==> config.mk <==
export PLATFORM = sky130hd
export DESIGN_NAME = nand_phy_dqs_seq
export DESIGN_NICKNAME = d
export VERILOG_FILES = /design/src/rtl/nand_phy_pkg.sv /design/src/rtl/nand_phy_dqs_timer.sv /design/src/rtl/nand_phy_dqs_seq.sv
export SDC_FILE = /design/constraint.sdc
export NUM_CORES = 1
export LEC_CHECK = 0
export ABC_AREA = 1
export BUFFER_PORTS_ARGS = -buffer_cell sky130_fd_sc_hd__buf_2
export CORE_MARGIN = 3
export CORE_UTILIZATION = 60
export DETAILED_ROUTE_END_ITERATION = 10
export GPL_TIMING_DRIVEN = 0
export PLACE_DENSITY = 0.87
export SYNTH_ARGS = -nofsm -noshare
export SYNTH_HDL_FRONTEND = slang
export SYNTH_SLANG_ARGS = --single-unit
==> constraint.sdc <==
create_clock -name clk0 -period 3.4 [get_ports clk0]
set_input_delay 0.34 -clock clk0 [delete_from_list [all_inputs] [get_ports clk0]]
set_output_delay 0.34 -clock clk0 [all_outputs]
set_load 0.01 [all_outputs]
==> src/rtl/nand_phy_pkg.sv <==
// nand_phy_pkg: shared state encoding and default timing for the NAND DQS/DQ sequencer
package nand_phy_pkg;
  localparam int DEF_LEN_W = 16;
  localparam int DEF_T_WPRE_CYC = 2;
  localparam int DEF_T_WPST_CYC = 2;
  localparam int DEF_T_RPRE_CYC = 2;
  localparam int DEF_T_RPST_CYC = 2;
  typedef enum logic [2:0] {
    ST_IDLE, ST_WR_PRE, ST_WR_BURST, ST_WR_POST,
    ST_RD_PRE, ST_RD_BURST, ST_RD_POST, ST_FIN
  } nand_dqs_seq_st_t;
  function automatic int max2(input int a, input int b);
    return a > b ? a : b;
  endfunction
endpackage

==> src/rtl/nand_phy_dqs_timer.sv <==
// nand_phy_dqs_timer: loadable down-counter that parks at zero
module nand_phy_dqs_timer #(
  parameter int W = 16
) (
  input  logic         clk,
  input  logic         rst_n,
  input  logic         load,
  input  logic [W-1:0] load_val,
  output logic [W-1:0] value,
  output logic         zero
);
  assign zero = value == '0;
  always_ff @(posedge clk or negedge rst_n)
    if (!rst_n) value <= '0;
    else if (load) value <= load_val;
    else if (!zero) value <= value - W'(1);
endmodule

==> src/rtl/nand_phy_dqs_seq.sv <==
// nand_phy_dqs_seq: per-burst sequencer producing DQS/DQ enables and read capture window
module nand_phy_dqs_seq import nand_phy_pkg::*; #(
  parameter int LEN_W = DEF_LEN_W,
  parameter int T_WPRE_CYC = DEF_T_WPRE_CYC,
  parameter int T_WPST_CYC = DEF_T_WPST_CYC,
  parameter int T_RPRE_CYC = DEF_T_RPRE_CYC,
  parameter int T_RPST_CYC = DEF_T_RPST_CYC
) (
  input  logic             clk0,
  input  logic             rst0_n,
  input  logic             wr_req,
  input  logic             rd_req,
  input  logic [LEN_W-1:0] len,
  input  logic             abort,
  output logic             busy,
  output logic             done,
  output logic             dqs_oe_n,
  output logic             dqs_rst_n,
  output logic             dq_oe_n,
  output logic             wr_data_en,
  output logic             rd_win
);
  localparam int TMAX = max2(max2(T_WPRE_CYC, T_WPST_CYC), max2(T_RPRE_CYC, T_RPST_CYC));
  localparam int CW = max2(LEN_W, $clog2(TMAX + 1));
  localparam logic [CW-1:0] WPRE_LV = CW'(T_WPRE_CYC - 1);
  localparam logic [CW-1:0] WPST_LV = CW'(T_WPST_CYC - 1);
  localparam logic [CW-1:0] RPRE_LV = CW'(T_RPRE_CYC - 1);
  localparam logic [CW-1:0] RPST_LV = CW'(T_RPST_CYC - 1);
  nand_dqs_seq_st_t st, nxt;
  logic [LEN_W-1:0] len_q;
  logic [CW-1:0] lv, cnt, blen;
  logic ld, zero, nlast;
  nand_phy_dqs_timer #(.W(CW)) u_timer (
    .clk(clk0), .rst_n(rst0_n), .load(ld), .load_val(lv), .value(cnt), .zero(zero)
  );
  always_comb begin
    nxt = st;
    case (st)
      ST_IDLE:     nxt = !(wr_req || rd_req) ? ST_IDLE : len == '0 ? ST_FIN : wr_req ? ST_WR_PRE : ST_RD_PRE;
      ST_WR_PRE:   nxt = abort ? ST_WR_POST : zero ? ST_WR_BURST : ST_WR_PRE;
      ST_WR_BURST: nxt = abort || zero ? ST_WR_POST : ST_WR_BURST;
      ST_WR_POST:  nxt = zero ? ST_FIN : ST_WR_POST;
      ST_RD_PRE:   nxt = abort ? ST_FIN : zero ? ST_RD_BURST : ST_RD_PRE;
      ST_RD_BURST: nxt = abort ? ST_FIN : zero ? ST_RD_POST : ST_RD_BURST;
      ST_RD_POST:  nxt = abort || zero ? ST_FIN : ST_RD_POST;
      default:     nxt = ST_IDLE;
    endcase
  end
  // every phase change reloads the counter with that phase's length minus one
  assign blen = CW'(len_q) - CW'(1);
  assign ld = nxt != st;
  assign lv = nxt == ST_WR_PRE ? WPRE_LV : nxt == ST_WR_POST ? WPST_LV :
              nxt == ST_RD_PRE ? RPRE_LV : nxt == ST_RD_POST ? RPST_LV :
              nxt inside {ST_WR_BURST, ST_RD_BURST} ? blen : '0;
  // true when the coming cycle is the final one of its phase
  assign nlast = ld ? lv == '0 : cnt == CW'(1);
  always_ff @(posedge clk0 or negedge rst0_n)
    if (!rst0_n) begin
      st <= ST_IDLE;
      len_q <= '0;
      busy <= 1'b0;
      done <= 1'b0;
      dqs_oe_n <= 1'b1;
      dqs_rst_n <= 1'b0;
      dq_oe_n <= 1'b1;
      wr_data_en <= 1'b0;
      rd_win <= 1'b0;
    end else begin
      st <= nxt;
      if (st == ST_IDLE) len_q <= len;
      busy <= nxt != ST_IDLE;
      done <= nxt == ST_FIN;
      dqs_oe_n <= !(nxt inside {ST_WR_PRE, ST_WR_BURST, ST_WR_POST});
      dqs_rst_n <= nxt == ST_WR_BURST;
      dq_oe_n <= !(nxt inside {ST_WR_PRE, ST_WR_BURST});
      wr_data_en <= (nxt == ST_WR_PRE && nlast) || (nxt == ST_WR_BURST && !nlast);
      rd_win <= nxt inside {ST_RD_BURST, ST_RD_POST};
    end
endmodule
==> impl_metrics.ini <==
[hold_path]
worstHoldPathType = primary input to async pin

[clock_tree]
clock_path_buffers = 2
cts_tree = yes
cts.clk_slew.worst_paths_ns = 0.08
cts.sinks = 42
hold_buffers = 0
clk_latency_ns = 0.30
cts_resized = 0
cts_buffers = 5
cts_htree_levels = 2
cts_root_buf = clkbuf_8
postCtsSetupBuffers = 0

[place]
portBuffers = 27
hpwl_um = 4480
place_congestion = 0.834
place_inst = 442
placed_area_um2 = 2930

[route]
drcViolationCount = 0
routed_via_density = 5.40
drtIter0Drc = 207
detail-route-antenna-nets = 0
routedWlPerCell_um = 13.1
dr_total_vias = 2432
wl_um = 5880
drt-pass1-iter-count = 4

[floorplanning]
core_um2 = 4200
die_h_um = 73.4
io_pins = 28
die_w_um = 73.4
rows = 23
start_util_pct = 64.9
dieArea_um2 = 5390

[sta]
final.min_clock_period_ns = 2.59
rsz0062_at_grt = false
hold_violations = 0
skew_ns = 0.00587
setup_viol = 0
relSlewSlack_pct = 38.1
max_freq_mhz = 386
worst_pin_slew_ns = 0.928
fin_setup_tns_ns = 0
timing.final.crit_share_pct = 76.2
drv_slew = 0

[finish]
diodes = 0
final_common_cell = nor2_1
drive_gt1_share_pct = 20.3
final_cell_mix = 67 x nor2_1, 59 x nand2_1, 40 x inv_1, 40 x dfrtp_1
area_growth_pct = 10.6
postLayoutCoreUtil_pct = 71.8
nets = 423
design_area_um2 = 3020
final_cells = 450

[critical_path]
crit_required_ns = 3.59
cp-start-kind = flop
reg2reg_to = u_timer.value[1]
cp.arrival_ns = 2.78
path_class = flop to flop
reg2reg_from = u_timer.value[0]
cp-end-kind = flop
cp_max_fo = 9
crit_start = u_timer.value[0]
r2r_cells = 13
r2r_setup_slack_ns = 0.81

[synthesis]
syn_area_per_cell_um2 = 7.47
synth_area_leaders = dfrtp_1 37%, nor2_1 9.2%, nand2_1 8.1%
yosysSeqAreaShare_pct = 38.6
syn_nets = 389
syn-cell-area_um2 = 2730
synth_top_area_cell = dfrtp_1
netlist.area_leader.share_pct = 36.7
synth-seq-cells = 42
yosys_warnings = 0
postSynthCellCount = 365
yosysUniqueCellTypes = 39

[grt]
antenna_found_initial = 0
grt_pass1_wl_um = 10100
first_global_vias = 2292
grt_max_degree = 43
gr-total-overflow = 0
grt_util_all_layers_pct = 24.3

[status]
outcome = finished clean

[run]
cap_violations = 0

[power_and_ir_drop]
total_power_mw = 3.24
power.density_nw_per_um2 = 1070
leakagePower_nw = 1.52
vdd_ir_drop_max_mv = 0.476
==> sequential cells by signal (all words and copies together), names as in the netlist <==
name and count:
busy 1, done 1, dq_oe_n 1, dqs_oe_n 1, dqs_rst_n 1, len_q 16
rd_win 1, st 3, u_timer.value 16, wr_data_en 1
==> through the flow <==
step           hold slack [ns]  worst slack, ns
2_1_floorplan           0.0444             1.28
3_3_place_gp             0.523            0.931
3_5_place_dp             0.530            0.871
4_1_cts                  0.216            0.832
5_1_grt                  0.256            0.609
6_report                 0.175            0.809
==> per-layer routing <==
layer / up-vias / global-route usage, % / part of all wire (%)
li1: 1229 / - / -
met1: 1109 / 31.6 / 45
met2: 82 / 40.6 / 48
met3: 12 / 4.79 / 5.6
met4: 0 / 8.45 / 1.6
met5: - / 0 / 0
==> worst max path at each step <==
stage | endpoint | slack (ns) | cells after the start
global placement | wr_data_en | 0.93 | 18
detailed placement | wr_data_en | 0.87 | 18
global route | u_timer.value[1] | 0.61 | 14
CTS | u_timer.value[1] | 0.83 | 13
floorplan | wr_data_en | 1.28 | 18
finish | u_timer.value[1] | 0.81 | 13
==> synth_stat cells <==
cell	number
xor2_1	15
a211o_1	1
nor3b_1	1
inv_1	40
nand2_2	9
nor3_1	7
dfstp_2	2
nand3_1	20
buf_6	2
ha_1	3
inv_2	8
dfrtp_1	40
nor2_2	4
a311oi_1	1
clkinv_1	1
o21ai_2	2
o31ai_1	3
nand3_2	4
a21boi_1	1
nand2_4	2
o21ai_1	4
xnor2_1	6
buf_2	2
mux2_2	5
nand4_1	4
a211oi_1	2
nand2_1	59
nor2_8	1
a21oi_1	29
nor2_4	2
clkbuf_1	3
a41oi_1	1
a22oi_2	1
buf_4	1
or2_2	2
nor2_1	67
a221oi_1	1
o21ai_0	8
or2_1	1
==> power breakdown <==
part	leakage, nW	internal, mW	switching [mW]
Sequential	0.503	0.750	0.190
Combinational	0.967	0.731	1.23
Clock	0.0482	0.164	0.172
==> area by class of cell <==
cell class,count,area (um^2)
buffer,8,51.3
clock buffer,7,86.3
clock inverter,1,5.00
fill,325,1180
inverter,49,184
multi-input combinational,266,1440
sequential,42,1050
tap,50,62.6
timing repair buffer,27,135
==> worst max-delay path: stages, from the launching register on <==
cell and delay, ns:
dfrtp_1 0.42, inv_1 0.10, ha_1 0.24, nand2_2 0.14, nor2_8 0.08, nand2_4 0.12, nand2_2 0.10, nand2_1 0.09
nand3_2 0.17, a22oi_2 0.22, nand2_2 0.18, nor2_2 0.29, nor2_1 0.09, a221oi_1 0.24
==> kinds of logic (layout without fill, tap and decap cells) <==
| logic type | count (synthesis) | in the layout | share of synthesized area (%) |
|---|---|---|---|
| muxes | 5 | 5 | 2.06 |
| xor gates and xnor gates | 21 | 21 | 6.74 |
| DFF | 42 | 42 | 38.6 |
| adders and majority gates | 3 | 3 | 1.38 |
| AOI/OAI and AO/OA | 54 | 54 | 11.6 |
| and+or+nand+nor | 183 | 183 | 31.0 |
| buffers and inverters | 57 | 92 | 8.62 |
(Power assumes the default switching activity.)
